--- src/rtl/systolic_drain_pkg.sv ---
// Shared types for the systolic drain: classification of the aligned valid vector.
package systolic_drain_pkg;

  typedef enum logic [1:0] {
    ALIGN_IDLE,
    ALIGN_ROW,
    ALIGN_SKEW
  } align_e;

  function automatic align_e classify_align(input logic all_valid, input logic any_valid);
    align_e res;
    res = ALIGN_IDLE;
    if (all_valid)      res = ALIGN_ROW;
    else if (any_valid) res = ALIGN_SKEW;
    return res;
  endfunction

endpackage

--- src/rtl/systolic_drain_row_fifo.sv ---
// Synchronous row FIFO with occupancy count; a push while full is taken only alongside a pop.
module drain_row_fifo #(
  parameter int unsigned DW    = 128,
  parameter int unsigned DEPTH = 4
) (
  input  logic                     clk,
  input  logic                     reset,
  input  logic                     push,
  input  logic                     pop,
  input  logic [DW-1:0]            wdata,
  output logic [DW-1:0]            rdata,
  output logic                     empty,
  output logic                     full,
  output logic [$clog2(DEPTH):0]   level
);

  localparam int unsigned PW = $clog2(DEPTH);
  localparam int unsigned LW = PW + 1;

  logic [DW-1:0] mem_q [DEPTH];
  logic [PW-1:0] wptr_q, rptr_q;
  logic [LW-1:0] count_q, count_d;
  logic          wr_en, rd_en;

  assign empty = (count_q == '0);
  assign full  = (count_q == LW'(DEPTH));
  assign level = count_q;
  assign rdata = mem_q[rptr_q];

  // When full, wptr == rptr: the write lands in the slot being popped this cycle.
  assign wr_en = push & (~full | pop);
  assign rd_en = pop & ~empty;

  always_comb begin
    count_d = count_q;
    if (wr_en && !rd_en)      count_d = count_q + LW'(1);
    else if (!wr_en && rd_en) count_d = count_q - LW'(1);
  end

  always_ff @(posedge clk or posedge reset) begin
    if (reset) begin
      for (int unsigned i = 0; i < DEPTH; i++) mem_q[i] <= '0;
      wptr_q  <= '0;
      rptr_q  <= '0;
      count_q <= '0;
    end else begin
      if (wr_en) begin
        mem_q[wptr_q] <= wdata;
        wptr_q        <= wptr_q + PW'(1);
      end
      if (rd_en) rptr_q <= rptr_q + PW'(1);
      count_q <= count_d;
    end
  end

endmodule

--- src/rtl/systolic_drain.sv ---
// Removes the per-column skew from the systolic array output, checks row alignment
// and buffers whole rows for a valid/ready consumer with sticky loss flags.
module systolic_drain
  import systolic_drain_pkg::*;
#(
  parameter int unsigned WIDTH      = 32,
  parameter int unsigned COLS       = 4,
  parameter int unsigned FIFO_DEPTH = 4
) (
  input  logic                          clk,
  input  logic                          reset,
  input  logic [COLS*WIDTH-1:0]         col_data,
  input  logic [COLS-1:0]               col_valid,
  output logic [COLS*WIDTH-1:0]         out_data,
  output logic                          out_valid,
  input  logic                          out_ready,
  output logic                          overflow,
  output logic                          skew_err,
  input  logic                          err_clear,
  output logic [$clog2(FIFO_DEPTH):0]   level
);

  logic [COLS*WIDTH-1:0] aligned_data;
  logic [COLS-1:0]       aligned_valid;
  align_e                align;
  logic                  row_push, pop, fifo_empty, fifo_full;
  logic                  overflow_q, overflow_d, skew_q, skew_d;

  // Column c gets COLS-c stages so every column of a row emerges on the same cycle.
  for (genvar c = 0; c < COLS; c++) begin : g_col
    localparam int unsigned STAGES = COLS - c;
    logic [WIDTH-1:0]  data_q [STAGES];
    logic [STAGES-1:0] valid_q;

    always_ff @(posedge clk or posedge reset) begin
      if (reset) begin
        for (int unsigned s = 0; s < STAGES; s++) data_q[s] <= '0;
        valid_q <= '0;
      end else begin
        data_q[0]  <= col_data[c*WIDTH +: WIDTH];
        valid_q[0] <= col_valid[c];
        for (int unsigned s = 1; s < STAGES; s++) begin
          data_q[s]  <= data_q[s-1];
          valid_q[s] <= valid_q[s-1];
        end
      end
    end

    assign aligned_data[c*WIDTH +: WIDTH] = data_q[STAGES-1];
    assign aligned_valid[c]               = valid_q[STAGES-1];
  end

  always_comb begin
    align      = classify_align(&aligned_valid, |aligned_valid);
    row_push   = (align == ALIGN_ROW);
    pop        = out_valid & out_ready;
    overflow_d = overflow_q;
    skew_d     = skew_q;
    if (err_clear) begin
      overflow_d = 1'b0;
      skew_d     = 1'b0;
    end
    if (row_push && fifo_full && !pop) overflow_d = 1'b1;
    if (align == ALIGN_SKEW)           skew_d     = 1'b1;
  end

  always_ff @(posedge clk or posedge reset) begin
    if (reset) begin
      overflow_q <= 1'b0;
      skew_q     <= 1'b0;
    end else begin
      overflow_q <= overflow_d;
      skew_q     <= skew_d;
    end
  end

  drain_row_fifo #(
    .DW    (COLS*WIDTH),
    .DEPTH (FIFO_DEPTH)
  ) u_fifo (
    .clk   (clk),
    .reset (reset),
    .push  (row_push),
    .pop   (pop),
    .wdata (aligned_data),
    .rdata (out_data),
    .empty (fifo_empty),
    .full  (fifo_full),
    .level (level)
  );

  assign out_valid = ~fifo_empty;
  assign overflow  = overflow_q;
  assign skew_err  = skew_q;

endmodule

--- config.mk ---
export PLATFORM = sky130hd
export DESIGN_NAME = systolic_drain
export DESIGN_NICKNAME = d
export VERILOG_FILES = /design/src/rtl/systolic_drain_pkg.sv /design/src/rtl/systolic_drain_row_fifo.sv /design/src/rtl/systolic_drain.sv
export SDC_FILE = /design/constraint.sdc
export NUM_CORES = 1
export LEC_CHECK = 0
export ABC_CLOCK_PERIOD_IN_PS = 41800
export CORE_MARGIN = 10
export CORE_UTILIZATION = 43
export CTS_CLUSTER_DIAMETER = 200
export CTS_CLUSTER_SIZE = 28
export DETAILED_ROUTE_END_ITERATION = 8
export PLACE_DENSITY = 0.63
export SYNTH_ARGS = -nofsm -noshare
export SYNTH_HDL_FRONTEND = slang
export SYNTH_SLANG_ARGS = --single-unit
export TNS_END_PERCENT = 30
--- constraint.sdc ---
create_clock -name clk -period 41.8 [get_ports clk]
set_input_delay 6.27 -clock clk [delete_from_list [all_inputs] [get_ports clk]]
set_output_delay 6.27 -clock clk [all_outputs]
set_load 0.03 [all_outputs]
# Word-level counts from Yosys, hierarchy flattened
# Index checks and enable logic that the tools add are counted.
[totals]
register_bits = 851
latch_bits = 0
ram_bits = 0
romBits = 0
inputBits = 136
output_inout_bits = 134
wordCells = 68
mem_count = 0
[op_classes]
add_sub_neg = 4
n_mul = 0
div = 0
n_lt_le_gt_ge = 3
eq_ne = 3
shifts = 0
mux = 13
n_bitwise = 8
reduce_logical = 14
[ops]
columns = ["operator", "n"]
rows = [
  ["bitwise mux 512 bit", 1],
  ["two-way mux 128 bit", 3],
  ["binary-select mux 128 bit (select 2 bit)", 1],
  ["demux 128 bit (select 2 bit)", 1],
  ["greater-or-equal comparator 3 bit (second input constant)", 2],
  ["two-way mux 3 bit", 2],
  ["inverter 2 -> 3 bit", 2],
  ["nonzero test 2 bit", 3],
  ["logical AND 1 bit", 5],
  ["adder 2 x 1 -> 2 bit (second input constant)", 2],
  ["two-way mux 2 bit", 2],
  ["AND reduction 4 bit", 1],
  ["OR reduction 4 bit", 1],
  ["adder 3 x 1 -> 3 bit (second input constant)", 1],
  ["AND 1 bit", 3],
  ["equality test 3 bit (second input constant)", 1],
  ["logical NOT 1 bit", 3],
  ["logical NOT 3 bit", 1],
  ["< comparator 3 x 1 -> 1 bit (second input constant)", 1],
  ["two-way mux 1 bit", 3],
  ["subtractor 3 x 1 -> 3 bit (second input constant)", 1],
  ["equality test 2 x 1 -> 1 bit (second input constant)", 1],
  ["equality test 2 bit (second input constant)", 1],
  ["inverter 1 bit", 2],
  ["OR 1 bit", 1],
]

# Depth between registers and ports, before layout
[logic_depth]
word_depth = 9
mapped_depth = 10
ltp_nobuf = 9

# Modules after synthesis
# A second synthesis with hierarchy kept.
[unflattened]
hier_cells = 1618
area_unflattened_um2 = 31023.5
[by_module_without_submodules]
columns = ["module", "n_inst", "cells_per_inst", "area_per_inst_um2", "seq_area_each_um2"]
rows = [
  ["drain_row_fifo", 1, 1277, 22658.0, 12987.5],
  ["systolic_drain", 1, 341, 8365.5, 8308.0],
]

# Worst setup path after synthesis
# Ideal clock, no wire load.
[synth_path]
path_kind = "input port to flip-flop"
start = "input port out_ready"
end = "register u_fifo.count_q[1], in the netlist u_fifo.level[1]"
setup_ps = 125
arrival_time_ps = 7951
t_required_ps = 41675
path_slack_ps = 33725
cell_stages = 8
n_path_buf = 1
path_cell_list = "or4b_4 buf_6 nand2_1 inv_1 ha_1 inv_1 fa_1 mux2_2"
[synth_between]
elab_cells_between_ends = 10
classes_between = "mux (1); bitwise (4); reduce/logical (5)"
[synth_rtl]
columns = ["element", "line_no", "text"]
rows = [
  ["start, declared", "systolic_drain.sv:16", "input logic out_ready,"],
  ["AND 1 bit", "systolic_drain.sv:56", "pop = out_valid & out_ready;"],
  ["OR 1 bit", "systolic_drain_row_fifo.sv:31", "assign wr_en = push & (~full | pop);"],
  ["AND 1 bit", "systolic_drain_row_fifo.sv:31", ""],
  ["named net u_fifo.wr_en", "systolic_drain_row_fifo.sv:23", "logic wr_en, rd_en;"],
  ["logical AND 1 bit", "systolic_drain_row_fifo.sv:36", "if (wr_en && !rd_en) count_d = count_q + LW'(1);"],
  ["two-way mux 3 bit", "systolic_drain_row_fifo.sv:36", ""],
  ["named net u_fifo.count_d[1]", "systolic_drain_row_fifo.sv:22", "logic [LW-1:0] count_q, count_d;"],
  ["end signal, assigned", "systolic_drain_row_fifo.sv:52", "count_q <= count_d;"],
  ["end, declared", "systolic_drain_row_fifo.sv:22", ""],
]
# The timed path passes the listed nets, and every way through them passes these cells.
# A chain may end at the register's enable or synchronous reset.

# Worst setup path in the final report
[layout_path]
start = "register u_fifo.rptr_q[0]"
end = "output port out_data[39]"
[layout_between]
elab_chain_cells = 4
[layout_lines]
columns = ["element", "line_no", "text"]
rows = [
  ["start, declared", "systolic_drain_row_fifo.sv:21", "logic [PW-1:0] wptr_q, rptr_q;"],
  ["start signal, assigned", "systolic_drain_row_fifo.sv:51", "if (rd_en) rptr_q <= rptr_q + PW'(1);"],
  ["inverter 2 -> 3 bit (implied by the code)", "systolic_drain_row_fifo.sv:28", "assign rdata = mem_q[rptr_q];"],
  ["binary-select mux 128 bit (select 2 bit)", "systolic_drain_row_fifo.sv:28", ""],
  ["two-way mux 128 bit (implied by the code) (2 in a row)", "systolic_drain_row_fifo.sv:28", ""],
  ["end, declared", "systolic_drain.sv:14", "output logic [COLS*WIDTH-1:0] out_data,"],
]
# No other way between the ends. The select of a mux whose other input is x is not followed.

==> results by group <==
Global route
  – Gr ovfl total: 0
  – Global-route wire length before repair: 105900 µm
  – Largest net degree at the start of global routing: 180
  – Antenna violations before repair: 6
  – Vias in the first global route: 16700
  – Gr usage total: 15.19%

Timing
  – Worst Tran Pin Value: 1.156 ns
  – Clock skew: 0.02492 ns
  – Final setup violation count: 0
  – Max-slew headroom: 22.92%
  – Fmax: 95.87 MHz
  – Shortest period the worst path allows: 10.43 ns
  – RSZ-0062 raised after global routing: false
  – Final-report hold violation count: 0
  – Setup tns final: 0 ns
  – Slew Limit Fails: 0
  – Period utilisation layout: 24.95%

Setup path
  – Kind of critical path: register to output port
  – CP Max Fanout: 38
  – CP startpoint kind: register
  – CP Capture Type: output port
  – Critical Path RT: 35.53 ns
  – R2r worst-path depth: 4
  – Worst EP arrival: 4.16 ns

Synth
  – Mapped Cells: 1614
  – EDFF count, synth: 0
  – Synthesized area: 32930 µm²
  – Register area share after synthesis: 64.66%
  – Most used standard cell by instance count after synthesis: dfrtp_1
  – Yosys reg bits: 851
  – Syn Area/Cell: 20.40 µm²
  – Largest area contributor in the netlist: dfrtp_1
  – Async SR Flop Fraction: 100.0%
  – Synth unique cells: 25
  – Top FF cell, synth: dfrtp_1
  – Post-synth top cells: dfrtp_1, mux2_4, mux4_2, mux2_1, mux2_2
  – Net Count, Synth: 1756
  – Synth top area share: 64.66%
  – Top post-synthesis cells by area: dfrtp_1, mux2_4, mux4_2, buf_12, mux2_1
  – Ys Warns: 0

Pwr
  – Psw: 909.0 µW
  – Reg power frac: 44.1%
  – Sw Ratio: 32.71%
  – Clock power share: 14.6%
  – PwrDens: 75.33 nW/µm²
  – P_int: 1.870 mW
  – Comb power frac: 41.2%
  – Leak: 17.60 nW
  – Maximum VDD drop: 49.99 µV
  – Total power: 2.779 mW

Route
  – Routed vias: 14700
  – Drt pass-1 iters: 4
  – DRC: 0
  – Via-to-Cell Ratio: 5.090
  – Detail Route Antenna Nets: 0
  – 1st-iter DRT viols: 804
  – Final WL: 67220 µm
  – Avg WL per Cell: 23.28 µm

Place
  – Placer congestion estimate: 0.7153
  – Inst Count DP: 2847
  – PortBufs: 269
  – Hpwl dp: 41030 µm

Worst hold path
  – Worst hold path depth: 0
  – Worst min path class: register to register

Layout
  – Final net count: 1997
  – Area growth syn-to-layout: 12.01%
  – Layout Cells excl Fill: 2888
  – Layout cells sized above 1: 35.02%
  – Final Util: 48.57%

Clock network
  – CTS Buffer Depth: 3
  – Clock latency on the worst-skew pair: 0.58 ns
  – H-tree depth: 2
  – Root Buffer: clkbuf_16
  – Post-CTS Resized: 0
  – Clock-pin slew on the worst setup and hold paths: 0.10 ns
  – CTS sink count: 851
  – TritonCTS clock tree: built
  – Inserted Clock Buffers: 36
  – Cts hold-fix bufs: 0
  – Postcts setup bufs: 0

Floorplanning
  – Die ar.: 88060 µm²
  – Core Footprint: 75950 µm²
  – Ports: 270
  – Chip width: 296.7 µm
  – Initial Util: 43.36%
  – Die H: 296.7 µm
  – Cell Rows: 101

Run
  – Max-cap viol count: 0

Status
  – Status: finished clean
path summary, 6_finish.rpt:
kind	from	to	slack (ns)
min in group asynchronous	reset	g_col[1].data_q[77]	6.26
worst max register to register	u_fifo.level[0]	u_fifo.mem_q[251]	38.32
max in group asynchronous	reset	g_col[0].data_q[123]	32.07
worst min-delay path	g_col[0].data_q[55]	aligned_data[23]	0.35
worst min register to register	g_col[0].data_q[55]	aligned_data[23]	0.35
worst max-delay path	u_fifo.rptr_q[0]	out_data[39]	31.37
state kept, by name, indices dropped and copies added (netlist names):
name and cells:
u_fifo.wptr_q 2, u_fifo.mem_q 512, g_col.valid_q 10, u_fifo.rptr_q 2, overflow 1, skew_err 1
g_col.data_q 224, aligned_data 96, u_fifo.level 3
critical path, cell delays in order (launching register included):
cell             delay [ns]
dfrtp_4                0.75
buf_4                  0.69
buf_4                  0.81
mux4_2                 0.65
clkdlybuf4s50_1        0.62
through the flow:
| stage | worst slack (ns) | instance area [µm²] | hold slack [ns] |
|---|---|---|---|
| detailed placement | 31.25 | 35930 | 0.3347 |
| CTS | 31.14 | 36880 | 0.3437 |
| global placement | 31.37 | 35930 | 0.3317 |
| global route | 30.98 | 36880 | 0.3572 |
| finish | 31.37 | 36890 | 0.3484 |
| floorplan | 11.62 | 32930 | 0.3312 |
area by class of cell:
type                    count  area, µm²
fillers                  6231      39060
flip-flops and latches    851      21300
multi-input cells         668      10440
repair buffers            290       2863
well taps                1030       1289
clock buffers              38      929.6
inverters                   8      37.54
clock inverters             1      20.02
diodes                      2      5.005
power groups by stage:
stage                     clock (mW)  sequential (mW)  combinational (mW)
final                          0.407             1.23                1.15
after global routing           0.455             1.26                1.21
after CTS                      0.427             1.23                1.17
after detailed placement           0             1.24                1.16
after global placement             0             1.22                1.15
after floorplan                    0             1.19               0.819
layout by cell type, fill, tap and decap left out, types with 2 or more instances in the layout:
cell type        Yosys  routed
ha_1                 5       5
clkbuf_16            0      37
clkdlybuf4s50_1      0     269
nand2_1              2       2
buf_4                0      20
xor2_1               2       2
diode_2              0       2
inv_1                8       7
mux2_4             400     400
dfrtp_4              0       2
nand3_4              4       4
o22ai_1              2       2
xnor2_1              4       4
mux2_1              60      60
mux2_2              54      54
dfrtp_1            851     849
mux4_2             128     128
routing by layer:
| layer | wire length [µm] | track usage (%) | vias to the layer above |
|---|---|---|---|
| met5 | 46 | 0 | - |
| met4 | 1434 | 3.666 | 8 |
| met3 | 3160 | 3.055 | 76 |
| met2 | 32620 | 24.58 | 230 |
| met1 | 29960 | 20.88 | 8179 |
| li1 | - | - | 6207 |
kinds of logic (layout without fill, tap and decap cells):
logic type	Yosys count	in the layout	share of synthesized area, %
compound gates	2	2	0.03799
buf+inv	95	337	3.628
simple gates	12	12	0.3723
other cells	0	2	0
fa+ha+maj	6	6	0.2508
mux	642	642	30.89
flops	851	851	64.66
xor+xnor	6	6	0.1596
Power figures use the tool's default switching activity.
